## src/rtl/dice_pkg.sv

```systemverilog
// rtl/dice_pkg.sv - shared die type, face limits, FSM state encoding
package dice_pkg;

  typedef logic [2:0] die_t;

  localparam die_t DIE_MIN = 3'd1;
  localparam die_t DIE_MAX = 3'd6;

  typedef enum logic [1:0] {
    ST_IDLE    = 2'd0,
    ST_ROLL    = 2'd1,
    ST_PRESENT = 2'd2
  } state_t;

  function automatic die_t die_next(input die_t d);
    return (d == DIE_MAX) ? DIE_MIN : die_t'(d + 3'd1);
  endfunction

endpackage

```

## src/rtl/roll_debounce.sv

```systemverilog
// rtl/roll_debounce.sv - 2-flop synchronizer plus level debouncer for the roll button
module roll_debounce #(
  parameter int DEBOUNCE_CYCLES = 4
) (
  input  logic clk,
  input  logic rst,
  input  logic i_btn,
  output logic o_db
);

  localparam int CW = (DEBOUNCE_CYCLES > 1) ? $clog2(DEBOUNCE_CYCLES) : 1;

  logic          r_sync1;
  logic          r_sync2;
  logic          r_db;
  logic [CW-1:0] r_cnt;

  // r_cnt counts consecutive synchronized samples that disagree with r_db
  always_ff @(posedge clk) begin
    if (rst) begin
      r_sync1 <= 1'b0;
      r_sync2 <= 1'b0;
      r_db    <= 1'b0;
      r_cnt   <= '0;
    end else begin
      r_sync1 <= i_btn;
      r_sync2 <= r_sync1;
      if (r_sync2 == r_db) begin
        r_cnt <= '0;
      end else if (r_cnt == CW'(DEBOUNCE_CYCLES - 1)) begin
        r_db  <= r_sync2;
        r_cnt <= '0;
      end else begin
        r_cnt <= r_cnt + 1'b1;
      end
    end
  end

  assign o_db = r_db;

endmodule

```

## src/rtl/dice_roller.sv

```systemverilog
// rtl/dice_roller.sv - two-die roller: debounced button, free-running faces, valid/ready result
module dice_roller
  import dice_pkg::*;
#(
  parameter int DEBOUNCE_CYCLES = 4,
  parameter int MIN_ROLL_CYCLES = 16
) (
  input  logic       clk,
  input  logic       rst,
  input  logic       roll_btn,
  input  logic       roll_ready,
  output logic [2:0] die1,
  output logic [2:0] die2,
  output logic [3:0] sum,
  output logic       roll_valid,
  output logic       rolling,
  output logic [7:0] roll_count
);

  localparam int TW = $clog2(MIN_ROLL_CYCLES) + 1;
  localparam logic [TW-1:0] TIMER_MAX = '1;

  logic          w_db;
  logic          r_db_prev;
  logic          w_db_rise;
  die_t          r_c1;
  die_t          r_c2;
  die_t          r_cap1;
  die_t          r_cap2;
  logic [TW-1:0] r_timer;
  logic          w_timer_done;
  logic [7:0]    r_count;
  state_t        r_state;
  state_t        w_state_next;
  logic          w_start;
  logic          w_capture;
  logic          w_handshake;

  roll_debounce #(
    .DEBOUNCE_CYCLES(DEBOUNCE_CYCLES)
  ) u_debounce (
    .clk  (clk),
    .rst  (rst),
    .i_btn(roll_btn),
    .o_db (w_db)
  );

  assign w_db_rise = w_db & ~r_db_prev;

  // Timer holds the number of ROLL cycles already completed, so this cycle is the last required one
  assign w_timer_done = (r_timer >= TW'(MIN_ROLL_CYCLES - 1));

  always_ff @(posedge clk) begin
    if (rst) begin
      r_state <= ST_IDLE;
    end else begin
      r_state <= w_state_next;
    end
  end

  always_comb begin
    w_state_next = r_state;
    w_start      = 1'b0;
    w_capture    = 1'b0;
    w_handshake  = 1'b0;
    rolling      = 1'b0;
    roll_valid   = 1'b0;
    die1         = r_cap1;
    die2         = r_cap2;
    unique case (r_state)
      ST_IDLE: begin
        if (w_db_rise) begin
          w_start      = 1'b1;
          w_state_next = ST_ROLL;
        end
      end
      ST_ROLL: begin
        rolling = 1'b1;
        die1    = r_c1;
        die2    = r_c2;
        if (!w_db && w_timer_done) begin
          w_capture    = 1'b1;
          w_state_next = ST_PRESENT;
        end
      end
      ST_PRESENT: begin
        roll_valid = 1'b1;
        if (roll_ready) begin
          w_handshake  = 1'b1;
          w_state_next = ST_IDLE;
        end
      end
      default: w_state_next = ST_IDLE;
    endcase
  end

  // Faces tumble in every state; the press timing is the only source of randomness
  always_ff @(posedge clk) begin
    if (rst) begin
      r_c1      <= DIE_MIN;
      r_c2      <= DIE_MIN;
      r_db_prev <= 1'b0;
      r_timer   <= '0;
      r_cap1    <= '0;
      r_cap2    <= '0;
      r_count   <= '0;
    end else begin
      r_c1      <= die_next(r_c1);
      if (r_c1 == DIE_MAX) begin
        r_c2 <= die_next(r_c2);
      end
      r_db_prev <= w_db;
      if (w_start) begin
        r_timer <= '0;
      end else if (r_state == ST_ROLL && r_timer != TIMER_MAX) begin
        r_timer <= r_timer + 1'b1;
      end
      if (w_capture) begin
        r_cap1 <= r_c1;
        r_cap2 <= r_c2;
      end
      if (w_handshake) begin
        r_count <= r_count + 8'd1;
      end
    end
  end

  assign sum        = {1'b0, die1} + {1'b0, die2};
  assign roll_count = r_count;

endmodule

```

## config.mk

```make
export PLATFORM = sky130hd
export DESIGN_NAME = dice_roller
export DESIGN_NICKNAME = d
export VERILOG_FILES = /design/src/rtl/dice_pkg.sv /design/src/rtl/roll_debounce.sv /design/src/rtl/dice_roller.sv
export SDC_FILE = /design/constraint.sdc
export NUM_CORES = 1
export LEC_CHECK = 0
export ABC_CLOCK_PERIOD_IN_PS = 2700
export BUFFER_PORTS_ARGS = -buffer_cell sky130_fd_sc_hd__buf_2
export CAP_MARGIN = 20
export CORE_UTILIZATION = 38
export CTS_CLUSTER_SIZE = 40
export DETAILED_ROUTE_END_ITERATION = 8
export PLACE_DENSITY = 0.64
export SYNTH_ARGS = -nofsm -noshare
export SYNTH_HDL_FRONTEND = slang
export SYNTH_HIERARCHICAL = 1
export SYNTH_SLANG_ARGS = --single-unit
```

## constraint.sdc

```tcl
create_clock -name clk -period 2.7 [get_ports clk]
set_input_delay 0.135 -clock clk [delete_from_list [all_inputs] [get_ports clk]]
set_output_delay 0.135 -clock clk [all_outputs]
set_load 0.05 [all_outputs]
```

### After elaboration in Yosys (flattened, before gate mapping)

Cells that the tools add are included.

| word-level totals | value |
|---|---|
| bits in registers | 33 |
| input port bits | 4 |
| output and inout port bits | 20 |

| operators by class | value |
|---|---|
| $add $sub $neg | 6 |
| magnitude comparators | 1 |
| eq/ne operators | 10 |
| mux-type cells | 15 |
| bitwise operators | 3 |
| reductions and logical operators | 9 |

Operators with widths:

| cell | number |
|---|---|
| 3-bit 2-to-1 mux | 3 |
| 8-bit by 1-bit adder with 8-bit output, second input constant | 1 |
| 1-bit 2-to-1 mux | 8 |
| 3-bit by 1-bit adder with 3-bit output, second input constant | 2 |
| 3-bit == test, second input constant | 2 |
| 2-bit 2-to-1 mux | 3 |
| 2-bit inequality test, second input constant | 3 |
| 2-bit one-hot mux with 3 select lines | 1 |
| 5-bit by 1-bit adder with 5-bit output, second input constant | 1 |
| 5-bit by 4-bit >= comparator with 1-bit output, second input constant | 1 |
| 5-bit inequality test, second input constant | 1 |
| 3-bit by 3-bit adder with 4-bit output | 1 |
| 2-bit == test, second input constant | 2 |
| 2-bit OR reduction | 2 |
| 3-bit AND reduction | 1 |
| 3-bit OR reduction | 1 |
| 2-bit by 1-bit adder with 2-bit output, second input constant | 1 |
| 2-bit by 1-bit == test with 1-bit output, second input constant | 1 |
| 1-bit logical AND | 2 |
| 2-bit logical NOT | 1 |
| 1-bit NOT | 2 |
| 2-bit AND reduction | 1 |
| 1-bit AND | 1 |
| 1-bit == test | 1 |
| 1-bit logical NOT | 1 |

### Logic depth before layout (Yosys ltp)

| logic depth | value |
|---|---|
| depth in word-level cells | 5 |
| mapped depth | 7 |
| gate-level depth less buffers | 6 |

### By module

Netlist, hierarchy kept.

By module, submodules not included:

| module | times used | cells each | area an instance (um2) |
|---|---|---|---|
| dice_roller | 1 | 150 | 1,502.7 |
| roll_debounce | 1 | 13 | 168.9 |

### Least setup slack after synthesis

No wires, ideal clock.

| path | value |
|---|---|
| kind | reg-to-output |
| start | reg r_state[0] |
| end | out sum[2] |
| arrival time | 3.357 ns |
| setup slack | -0.792 ns |
| stages on the path, launching flop included | 8 |
| buffers on the path | 1 |
| cells stage by stage | dfxtp_1 -> buf_6 -> inv_1 -> nor2_1 -> mux2_2 -> ha_1 -> fa_1 -> xor2_1 |

| between the ends | value |
|---|---|
| cells in the longest elaborated chain, start to end | 3 |

RTL lines:

| what | RTL line | text |
|---|---|---|
| start: declaration | dice_roller.sv:33 | `state_t r_state;` |
| start signal: assignment | dice_roller.sv:57 | `r_state <= w_state_next;` |
| 2-bit by 1-bit == test with 1-bit output | dice_roller.sv:70 | `unique case (r_state)` |
| 3-bit 2-to-1 mux | dice_roller.sv:70 |  |
| net die2[0] | dice_roller.sv:13 | `output logic [2:0] die2,` |
| 3-bit by 3-bit adder with 4-bit output | dice_roller.sv:128 | `assign sum = {1'b0, die1} + {1'b0, die2};` |
| end: declaration | dice_roller.sv:14 | `output logic [3:0] sum,` |

The timed path passes the listed nets, and every way through them passes these cells.

### Final worst setup path

| path | value |
|---|---|
| start | reg r_state[0] |
| end | out sum[2] |

| between the ends | value |
|---|---|
| cells in the longest elaborated chain, start to end | 3 |

RTL lines:

| what | RTL line |
|---|---|
| 2-bit by 1-bit == test with 1-bit output * | dice_roller.sv:70 |
| 3-bit 2-to-1 mux | dice_roller.sv:70 |
| 3-bit by 3-bit adder with 4-bit output * | dice_roller.sv:128 |

Every way passes the cells marked *; elsewhere a longest branch is shown, timed or not.

==> qor.yml <==
worst_setup_path:
  reg2reg_setup_slack_ns: 0.71
  path_class: "reg2out"
  crit_fanout: 10
  worstReg2RegStart: "r_timer[0]$_SDFFE_PP0P_"
  critPathLaunchType: "flip-flop"
  cp-end-kind: "primary output"
  cp-startpoint: "r_state[0]$_SDFFE_PP0P_"
  worstPathRequired_ns: 2.57
  cp.arrival_ns: 2.42
  crit_end: "sum[2]"
  r2r-end: "r_cap1[1]$_SDFFE_PP0P_"
  rr_worst_depth: 6
cts:
  cts_tree: "done"
  htree_num_levels: 2
  hold_buffers: 0
  cts_buffers: 5
  cts.sinks: 33
  clockBufferDepth: 2
  clkTransAtPathRegs_ns: 0.07
  cts-root-buf: "clkbuf_8"
  insertion_delay_ns: 0.28
global_route:
  overflow: 0
  grt_max_degree: 35
  grtUsageTotal: 0.159
  antenna_found_initial: 0
  grt_pass1_wl_mm: 5.40
  grt_pass1_vias: 1228
die:
  die_area_um2: 4670
  die_w_um: 68.3
  initial_core_util: 0.406
  ios: 24
  die_h_um: 68.3
  rows: 23
  core_area_um2: 4120
synthesis:
  synth_edf_count: 0
  synth_adder_area_share: 0.0868
  yosys.cell_types.count: 39
  yosysTopAreaCellShare: 0.395
  synth_top_area_cell: "dfxtp_1"
  yosysSeqAreaShare: 0.395
  async_flop_share: 0
  synth.area.top_cells: "dfxtp_1 (40%), ha_1 (7.5%), mux2i_1 (5.4%), or2b_2 (4.7%), mux2_2 (4.0%)"
  synth_seq_cells: 33
  synth_warnings: 6
  synth_top_family_by_area: "simple AND/OR/NAND/NOR gates"
  yosysMostFrequentCell: "dfxtp_1"
  synthSimpleGateAreaFrac: 0.247
  synth_compound_area_frac: 0.107
  syn-num-nets: 178
  netlist_top_cells_count: "dfxtp_1 (33), nor2_1 (13), a21oi_1 (11)"
  synthCells: 163
  syn_avg_cell_area_um2: 10.3
  synth-xor-area-share: 0.0314
  synthFlopType: "dfxtp_1"
  synth_mux_area_frac: 0.0943
  synth_area_um2: 1670
power:
  power.internal_mw: 0.687
  ir_drop_uv: 252
  swShare: 0.224
  p_leak_nw: 0.861
  p_seq_frac: 0.569
  clockPowerShare: 0.394
  total_power_mw: 0.886
  pwr-share-comb: 0.037
  power_density_nw_per_um2: 454
  p_sw_mw: 0.198
timing:
  finalSetupTns_ns: 0
  drv_slew: 0
  fmax_mhz: 392
  final_hold_viol_count: 0
  worst_pin_slew_ns: 0.679
  slew_headroom: 0.547
  clock_skew_ns: 0.00454
  min_period_ns: 2.55
  rsz0062_at_grt: "no"
  final.period_utilization: 0.945
  setup_viol: 0
detailed_routing:
  ant_nets: 0
  firstDrtPassIters: 4
  wirelength_mm: 3.13
  drc: 0
  via_per_inst: 5.21
  dr_total_vias: 1266
  drtIter0Drc: 81
  routedWlPerCell_um: 12.9
outcome:
  status: "complete, no violations"
layout:
  syn_to_final_growth_pct: 16.6
  fin_nets: 207
  drive_above_1_share: 0.306
  fin_util: 0.474
  layoutNonFillerInstCount: 243
  n_antenna_cell: 0
placement:
  dp.cells: 231
  place_congestion: 0.742
  port_buffers: 23
  dp_hpwl_mm: 2.28
min_path:
  worstHoldPathType: "in2reg"
flow_run:
  maxCapViolations: 0
-- power by group through the flow --
stage / Combinational, mW / Clock, mW / Sequential (mW)
after global routing: 0.0382 / 0.385 / 0.504
after floorplan: 0.0310 / 0 / 0.510
after CTS: 0.0338 / 0.363 / 0.503
final: 0.0331 / 0.349 / 0.503
after detailed placement: 0.0337 / 0 / 0.515
after global placement: 0.0308 / 0 / 0.514
-- how the worst min path moves through the flow --
stage / startpoint / endpoint / slack [ns] / cells after the start
floorplan: rst / u_debounce/r_sync1$_SDFF_PP0_ / 0.21 / 1
global placement: roll_btn / u_debounce/r_sync1$_SDFF_PP0_ / 0.35 / 2
detailed placement: roll_btn / u_debounce/r_sync1$_SDFF_PP0_ / 0.35 / 2
CTS: roll_btn / u_debounce/r_sync1$_SDFF_PP0_ / 0.05 / 2
global route: roll_btn / u_debounce/r_sync1$_SDFF_PP0_ / 0.06 / 2
finish: roll_btn / u_debounce/r_sync1$_SDFF_PP0_ / 0.06 / 2
-- layout by cell type (no fill, tap or decap), types with 3 or more instances in the layout --
master / n
dfxtp_1: 32
nor2b_1: 7
nand2_1: 8
o21ai_0: 5
clkbuf_8: 5
a21o_1: 3
a21oi_1: 11
mux2_2: 6
nor2_1: 12
or2b_2: 9
or2b_1: 3
ha_1: 10
buf_2: 22
mux2i_1: 9
inv_1: 3
or3_1: 4
xnor2_1: 3
buf_4: 5
-- cells by family (layout without fill, tap and decap cells) --
family,count (synthesis),count (layout)
DFF,33,33
buffers and inverters,9,39
muxes,15,15
and+or+nand+nor,63,63
xor gates and xnor gates,6,6
adders and majority gates,11,11
AOI/OAI and AO/OA,26,26
-- metal layers --
layer	track usage	share of wire	vias to the layer above
li1	-	-	629
met1	0.179	0.45	608
met2	0.267	0.49	23
met3	0.0583	0.047	6
met4	0.0651	0.016	0
met5	0	0	-
-- critical path, cell delays in order (launching register included) --
cell,delay [ns]
dfxtp_2,0.40
inv_1,0.13
nor2_4,0.20
mux2_2,0.37
ha_1,0.23
fa_2,0.40
xor2_4,0.19
clkbuf_4,0.21
-- flip-flops by register name, summed over array words and instances (netlist names), 2 cells and up --
| register | flops |
|---|---|
| u_debounce/r_cnt | 2 |
| r_timer | 5 |
| r_c2 | 3 |
| r_c1 | 3 |
| r_cap2 | 3 |
| r_state | 2 |
| r_cap1 | 3 |
| roll_count | 8 |
-- layout make-up --
class	instances	area [um2]
flip-flops and latches	33	662
clock buffers	6	72.6
well taps	50	62.6
fillers	401	2170
multi-input cells	121	976
clock inverters	2	10.0
inverters	3	11.3
repair buffers	28	155
-- stage by stage --
step,hold slack (ns),setup WS (ns),cell area (um2)
6_report,0.0587,0.148,1950
5_1_grt,0.0643,0.0556,1950
4_1_cts,0.0546,0.0143,1910
3_5_place_dp,0.349,0.215,1830
3_3_place_gp,0.345,0.320,1830
2_1_floorplan,0.207,0.0817,1700
-- repair_timing --
item	4_1_cts	5_1_grt
pin swaps	0	1
buffers inserted	0	4
gates resized for setup	1	2
setup endpoints to repair	1	1
Power figures use the tool's default switching activity.
